[src/rtl/memory_port_arbiter_if.sv]
// ---------------------------------------------------------------------------
// memory_port_arbiter_if : requester and memory-side signals of the port arbiter
// Rev 1.0
// ---------------------------------------------------------------------------
`default_nettype none

interface memory_port_arbiter_if #(
    parameter int ADDR_W = 32,
    parameter int DATA_W = 32
);
    logic              fetch_req;
    logic [ADDR_W-1:0] fetch_addr;
    logic              fetch_valid;
    logic [DATA_W-1:0] fetch_rdata;

    logic              data_req;
    logic              data_we;
    logic [ADDR_W-1:0] data_addr;
    logic [DATA_W-1:0] data_wdata;
    logic              data_valid;
    logic [DATA_W-1:0] data_rdata;

    logic              mem_req;
    logic              mem_we;
    logic [ADDR_W-1:0] mem_addr;
    logic [DATA_W-1:0] mem_wdata;
    logic [DATA_W-1:0] mem_rdata;
    logic              mem_valid;
    logic              mem_timeout_err;

    // Environment side: requesters plus the memory model.
    modport master (
        output fetch_req, fetch_addr, data_req, data_we, data_addr, data_wdata,
        output mem_rdata, mem_valid,
        input  fetch_valid, fetch_rdata, data_valid, data_rdata,
        input  mem_req, mem_we, mem_addr, mem_wdata, mem_timeout_err
    );

    // Arbiter side.
    modport slave (
        input  fetch_req, fetch_addr, data_req, data_we, data_addr, data_wdata,
        input  mem_rdata, mem_valid,
        output fetch_valid, fetch_rdata, data_valid, data_rdata,
        output mem_req, mem_we, mem_addr, mem_wdata, mem_timeout_err
    );
endinterface

`default_nettype wire

[src/rtl/memory_port_arbiter.sv]
// ---------------------------------------------------------------------------
// memory_port_arbiter : round-robin sharing of one memory port between fetch
// and data requesters. Optional watchdog enabled by macro MEM_TIMEOUT_EN.
// Rev 1.0
// ---------------------------------------------------------------------------
`default_nettype none

module memory_port_arbiter #(
    parameter int ADDR_W         = 32,
    parameter int DATA_W         = 32
`ifdef MEM_TIMEOUT_EN
    ,
    parameter int TIMEOUT_CYCLES = 255
`endif
) (
    input  wire logic             clk,
    input  wire logic             reset,
    memory_port_arbiter_if.slave  bus
);

    typedef enum logic [1:0] {
        IDLE       = 2'd0,
        FETCH_BUSY = 2'd1,
        DATA_BUSY  = 2'd2,
        RELEASE    = 2'd3
    } state_t;

    state_t            r_state;
    state_t            w_state_nxt;
    logic              r_last_grant_data;
    logic              w_last_grant_data_nxt;
    logic              r_mem_req;
    logic              w_mem_req_nxt;
    logic              r_mem_we;
    logic              w_mem_we_nxt;
    logic [ADDR_W-1:0] r_mem_addr;
    logic [ADDR_W-1:0] w_mem_addr_nxt;
    logic [DATA_W-1:0] r_mem_wdata;
    logic [DATA_W-1:0] w_mem_wdata_nxt;

    logic              w_timeout;
    logic              w_fetch_done;
    logic              w_data_done;

`ifdef MEM_TIMEOUT_EN
    localparam int CNT_W = ($clog2(TIMEOUT_CYCLES + 1) > 8) ? $clog2(TIMEOUT_CYCLES + 1) : 8;

    logic [CNT_W-1:0] r_wait_cnt;
    logic             w_busy;

    assign w_busy    = (r_state == FETCH_BUSY) || (r_state == DATA_BUSY);
    assign w_timeout = w_busy && !bus.mem_valid && (r_wait_cnt == CNT_W'(TIMEOUT_CYCLES));

    // Held at zero outside BUSY, so every grant starts the count afresh.
    always_ff @(posedge clk or negedge reset) begin
        if (!reset) begin
            r_wait_cnt <= '0;
        end else if (!w_busy) begin
            r_wait_cnt <= '0;
        end else if (!bus.mem_valid && !w_timeout) begin
            r_wait_cnt <= r_wait_cnt + 1'b1;
        end
    end
`else
    assign w_timeout = 1'b0;
`endif

    assign w_fetch_done = (r_state == FETCH_BUSY) && (bus.mem_valid || w_timeout);
    assign w_data_done  = (r_state == DATA_BUSY)  && (bus.mem_valid || w_timeout);

    // A real completion wins over a simultaneous timeout; timeout returns all ones.
    assign bus.fetch_valid     = w_fetch_done;
    assign bus.fetch_rdata     = !w_fetch_done ? '0 : (bus.mem_valid ? bus.mem_rdata : '1);
    assign bus.data_valid      = w_data_done;
    assign bus.data_rdata      = !w_data_done  ? '0 : (bus.mem_valid ? bus.mem_rdata : '1);
    assign bus.mem_timeout_err = w_timeout;

    assign bus.mem_req   = r_mem_req;
    assign bus.mem_we    = r_mem_we;
    assign bus.mem_addr  = r_mem_addr;
    assign bus.mem_wdata = r_mem_wdata;

    always_ff @(posedge clk or negedge reset) begin
        if (!reset) begin
            r_state           <= IDLE;
            r_last_grant_data <= 1'b1;
            r_mem_req         <= 1'b0;
            r_mem_we          <= 1'b0;
            r_mem_addr        <= '0;
            r_mem_wdata       <= '0;
        end else begin
            r_state           <= w_state_nxt;
            r_last_grant_data <= w_last_grant_data_nxt;
            r_mem_req         <= w_mem_req_nxt;
            r_mem_we          <= w_mem_we_nxt;
            r_mem_addr        <= w_mem_addr_nxt;
            r_mem_wdata       <= w_mem_wdata_nxt;
        end
    end

    always_comb begin
        w_state_nxt           = r_state;
        w_last_grant_data_nxt = r_last_grant_data;
        w_mem_req_nxt         = r_mem_req;
        w_mem_we_nxt          = r_mem_we;
        w_mem_addr_nxt        = r_mem_addr;
        w_mem_wdata_nxt       = r_mem_wdata;

        case (r_state)
            IDLE: begin
                // On a tie the side that was not served last wins.
                if (bus.fetch_req && (!bus.data_req || r_last_grant_data)) begin
                    w_state_nxt    = FETCH_BUSY;
                    w_mem_req_nxt  = 1'b1;
                    w_mem_we_nxt   = 1'b0;
                    w_mem_addr_nxt = bus.fetch_addr;
                end else if (bus.data_req) begin
                    w_state_nxt     = DATA_BUSY;
                    w_mem_req_nxt   = 1'b1;
                    w_mem_we_nxt    = bus.data_we;
                    w_mem_addr_nxt  = bus.data_addr;
                    w_mem_wdata_nxt = bus.data_wdata;
                end
            end
            FETCH_BUSY: begin
                if (w_fetch_done) begin
                    w_state_nxt           = RELEASE;
                    w_mem_req_nxt         = 1'b0;
                    w_last_grant_data_nxt = 1'b0;
                end
            end
            DATA_BUSY: begin
                if (w_data_done) begin
                    w_state_nxt           = RELEASE;
                    w_mem_req_nxt         = 1'b0;
                    w_last_grant_data_nxt = 1'b1;
                end
            end
            RELEASE: begin
                w_state_nxt = IDLE;
            end
            default: begin
                w_state_nxt   = IDLE;
                w_mem_req_nxt = 1'b0;
            end
        endcase
    end

endmodule

`default_nettype wire
[src/flat_wrapper.sv]
// flat-port wrapper written by rule: the top's interface ports become plain ports
module memory_port_arbiter_flat 
#(
    parameter int ADDR_W         = 32,
    parameter int DATA_W         = 32

)
  (clk, reset, bus_fetch_req, bus_fetch_addr, bus_data_req, bus_data_we, bus_data_addr, bus_data_wdata, bus_mem_rdata, bus_mem_valid, bus_fetch_valid, bus_fetch_rdata, bus_data_valid, bus_data_rdata, bus_mem_req, bus_mem_we, bus_mem_addr, bus_mem_wdata, bus_mem_timeout_err);
  memory_port_arbiter_if #(.ADDR_W(ADDR_W), .DATA_W(DATA_W)) bus_i ();
  input  wire logic clk;
  input  wire logic reset;
  input wire logic [$bits(bus_i.fetch_req)-1:0] bus_fetch_req;
  input wire logic [$bits(bus_i.fetch_addr)-1:0] bus_fetch_addr;
  input wire logic [$bits(bus_i.data_req)-1:0] bus_data_req;
  input wire logic [$bits(bus_i.data_we)-1:0] bus_data_we;
  input wire logic [$bits(bus_i.data_addr)-1:0] bus_data_addr;
  input wire logic [$bits(bus_i.data_wdata)-1:0] bus_data_wdata;
  input wire logic [$bits(bus_i.mem_rdata)-1:0] bus_mem_rdata;
  input wire logic [$bits(bus_i.mem_valid)-1:0] bus_mem_valid;
  output wire logic [$bits(bus_i.fetch_valid)-1:0] bus_fetch_valid;
  output wire logic [$bits(bus_i.fetch_rdata)-1:0] bus_fetch_rdata;
  output wire logic [$bits(bus_i.data_valid)-1:0] bus_data_valid;
  output wire logic [$bits(bus_i.data_rdata)-1:0] bus_data_rdata;
  output wire logic [$bits(bus_i.mem_req)-1:0] bus_mem_req;
  output wire logic [$bits(bus_i.mem_we)-1:0] bus_mem_we;
  output wire logic [$bits(bus_i.mem_addr)-1:0] bus_mem_addr;
  output wire logic [$bits(bus_i.mem_wdata)-1:0] bus_mem_wdata;
  output wire logic [$bits(bus_i.mem_timeout_err)-1:0] bus_mem_timeout_err;
  assign bus_i.fetch_req = bus_fetch_req;
  assign bus_i.fetch_addr = bus_fetch_addr;
  assign bus_i.data_req = bus_data_req;
  assign bus_i.data_we = bus_data_we;
  assign bus_i.data_addr = bus_data_addr;
  assign bus_i.data_wdata = bus_data_wdata;
  assign bus_i.mem_rdata = bus_mem_rdata;
  assign bus_i.mem_valid = bus_mem_valid;
  assign bus_fetch_valid = bus_i.fetch_valid;
  assign bus_fetch_rdata = bus_i.fetch_rdata;
  assign bus_data_valid = bus_i.data_valid;
  assign bus_data_rdata = bus_i.data_rdata;
  assign bus_mem_req = bus_i.mem_req;
  assign bus_mem_we = bus_i.mem_we;
  assign bus_mem_addr = bus_i.mem_addr;
  assign bus_mem_wdata = bus_i.mem_wdata;
  assign bus_mem_timeout_err = bus_i.mem_timeout_err;
  memory_port_arbiter #(.ADDR_W(ADDR_W), .DATA_W(DATA_W)) u_core (.clk(clk), .reset(reset), .bus(bus_i));
endmodule
[config.mk]
export PLATFORM = sky130hd
export DESIGN_NAME = memory_port_arbiter_flat
export DESIGN_NICKNAME = d
export VERILOG_FILES = /design/src/rtl/memory_port_arbiter_if.sv /design/src/rtl/memory_port_arbiter.sv /design/src/flat_wrapper.sv
export SDC_FILE = /design/constraint.sdc
export NUM_CORES = 1
export LEC_CHECK = 0
export CAP_MARGIN = 10
export CORE_MARGIN = 2
export CORE_UTILIZATION = 34
export DETAILED_ROUTE_END_ITERATION = 8
export HOLD_SLACK_MARGIN = 0.03
export PLACE_DENSITY = 0.88
export SLEW_MARGIN = 20
export SYNTH_ARGS = -nofsm -noshare
export SYNTH_HDL_FRONTEND = slang
export SYNTH_SLANG_ARGS = --single-unit
[constraint.sdc]
create_clock -name clk -period 2.4 [get_ports clk]
set_clock_uncertainty 0.05 [all_clocks]
set_input_delay 0.24 -clock clk [delete_from_list [all_inputs] [get_ports clk]]
set_output_delay 0.24 -clock clk [all_outputs]
set_load 0.005 [all_outputs]
==> results.cfg <==
[timing]
max_clock_freq_ghz = 0.438
relSlewSlack_pct = 40.7
setup_viol = 0
rsz0062_at_grt = no
setup-tns-final_ps = 0
finalHoldViolCount = 0
period_needed_ps = 2280
fin_hold_ws_ps = 393
worstMarginPinSlew_ps = 888
min_period_over_period_pct = 95.1
maxSlewViolCount = 0

[setup_path]
slowest_delay_ps = 530
worstPathArrival_ps = 1990
r2r-end = u_core.bus.mem_addr[4]$_DFFE_PN0P_
cp_max_fo = 34
cp_slowest_cell = clkdlybuf4s50_1
crit_type = flop to primary output
cp.required_ps = 2110
crit_path_start = u_core.r_state[0]$_DFFE_PN0P_
end_kind = primary output
r2r_start = u_core.r_last_grant_data$_DFFE_PN1P_
cp-endpoint = bus_data_valid
ff2ff_path_depth = 4
path_cells = inv_1 -> ha_1 -> buf_6 -> and2_1 -> clkdlybuf4s50_1
rrSetupSlack_ps = 560
start_kind = flop

[route]
routed_via_density = 5.10
drc_errors = 0
vias = 3839
wirelength_um = 13400
first_pass_iters = 4
wire_per_inst_um = 17.8
ant_nets = 0
first_iter_violations = 136

[placement]
gp_congestion = 0.802
place.port_buffers = 265
dp_hpwl_um = 10100

[yosys]
synth_top_flop_cell = dfrtp_1
synth-seq-cells = 69
synth_fp_nets = 499
synth_xor_area_share_pct = 0
ys_warn_count = 0
synth-edff-count = 0
ys_types = 33
yosysMostFrequentCell = dfrtp_1
seq_area_frac_synth_pct = 48.7
synth_common_cells = dfrtp_1, and3_1, a31oi_1, nand3_1, nor2_1
netlist_area_um2 = 3540
synth-compound-area-share_pct = 12.5
synth-simple-area-share_pct = 20.6
yosysTopAreaCellShare_pct = 48.0
synthAdderAreaFrac_pct = 1.41
synthMuxAreaShare_pct = 10.5
async_reset_ff_share_pct = 100
syn_avg_cell_area_um2 = 9.82
syn_inst = 361
synth.top_cells.by_area = dfrtp_1, and3_1, mux2_2, a31oi_1, nand3_1
synth_largest_area_cell = dfrtp_1
synth_top_family_by_area = simple AND/OR/NAND/NOR gates

[clock_tree]
clk_latency_ps = 340
clkSinkCount = 69
clkTransAtPathRegs_ps = 80
htreeDepth = 3
cts_tree = yes
cts-root-buf = clkbuf_8
numCtsBuffers = 9
clk_path_buf_depth = 2

[run_status]
status = complete, no violations

[floorplanning]
core_um2 = 10200
fp.dieW_um = 106
die_h_um = 106
die_area_um2 = 11300
io_pins = 267
floorplan.initialDensity_pct = 34.6
num_rows = 37

[cells_and_area]
drive_gt1_share_pct = 10.0
diodes = 0
area_growth_pct = 84.3
nNetsFinal = 750

[grt]
overflow = 0
grt_pass1_wl_um = 20300
antenna_found_initial = 0
grt_pass1_vias = 4009
grt.total_usage_pct = 23.1
grt_max_degree = 68

[power_and_ir_drop]
peakVddDrop_uv = 506
p_per_area_nw_per_um2 = 997
leakage_uw = 0.00279

[min_path]
hold_path_class = input port to async pin

[job]
cap_violations = 0
==> layout by cell type (no fill, tap or decap), types with 2 or more instances in the layout <==
cell / n
nand2_1: 4
o21ai_0: 29
buf_6: 2
mux2_1: 2
buf_12: 4
buf_4: 5
clkdlybuf4s50_1: 264
and3_1: 64
inv_1: 7
clkbuf_8: 12
mux2_2: 31
a31oi_1: 32
nor2_1: 32
ha_1: 4
nand3_1: 32
o22ai_1: 2
dfrtp_1: 68
o21ai_1: 3
==> logic make-up (layout without fill, tap and decap cells) <==
group	Yosys count	count (layout)
AOI/OAI and AO/OA	74	74
other	1	1
buffers and inverters	44	300
muxes	33	33
DFF	69	69
and+or+nand+nor	136	136
adders and majority gates	4	4
==> critical path, delay by kind of cell, from the launching register on <==
kind | cells | cell delay, ps
adders and majority gates | 1 | 170
buffers and inverters | 3 | 840
and+or+nand+nor | 1 | 210
DFF | 1 | 420
==> cell type report <==
| type | count | area (um^2) |
|---|---|---|
| sequential | 69 | 1730 |
| clock inverter | 3 | 42.5 |
| inverter | 7 | 26.3 |
| timing repair buffer | 277 | 2800 |
| clock buffer | 13 | 169 |
| tap | 136 | 170 |
| multi-input combinational | 248 | 1600 |
| fill | 777 | 3700 |
==> timing repair <==
action	CTS	global route
setup endpoints to repair	0	25
gates resized for setup	0	2
hold buffers	1	0
buffers inserted	0	0
hold endpoints to repair	25	0
==> power by group <==
group          total, uW  internal, uW  leakage (uW)  switching [uW]
sequential          2100          1770      0.000799             331
clock                997           564      0.000106             433
combinational       3420          2110       0.00189            1310
==> per-stage QoR <==
stage               total power (uW)  cell area [um^2]  utilization [%]  cells  setup slack (ps)
floorplan                       3490              3540                -    361               735
global placement                5380              6300             61.6    736               416
detailed placement              5520              6300             61.6    736               371
CTS                             6550              6530             63.8    753              50.8
global route                    6920              6530             63.9    753             0.431
finish                          6520              6530             63.9    753               118
==> per-layer routing <==
| layer | routed length [um] | global-route usage [%] | up-vias |
|---|---|---|---|
| li1 | - | - | 1796 |
| met1 | 5040 | 24.7 | 1818 |
| met2 | 6970 | 42.8 | 196 |
| met3 | 1060 | 6.62 | 29 |
| met4 | 371 | 8.65 | 0 |
| met5 | 0 | 0 | - |
==> sequential cells by signal, indices dropped and copies added, names as in the netlist <==
| register | cells |
|---|---|
| u_core.r_state | 2 |
| u_core.bus.mem_req | 1 |
| u_core.r_last_grant_data | 1 |
| u_core.bus.mem_addr | 32 |
| u_core.bus.mem_wdata | 32 |
| u_core.bus.mem_we | 1 |
==> worst min path at each step <==
stage	to	slack (ps)	depth (start not counted)
6_report	u_core.bus.mem_addr[2]$_DFFE_PN0P_	390	2
5_1_grt	u_core.bus.mem_we$_DFFE_PN0P_	390	2
4_1_cts	u_core.bus.mem_we$_DFFE_PN0P_	390	2
3_5_place_dp	u_core.bus.mem_addr[2]$_DFFE_PN0P_	240	1
3_3_place_gp	u_core.bus.mem_addr[8]$_DFFE_PN0P_	240	1
2_1_floorplan	u_core.bus.mem_addr[0]$_DFFE_PN0P_	-110	0
No activity file was read; power rests on OpenSTA's default activity.
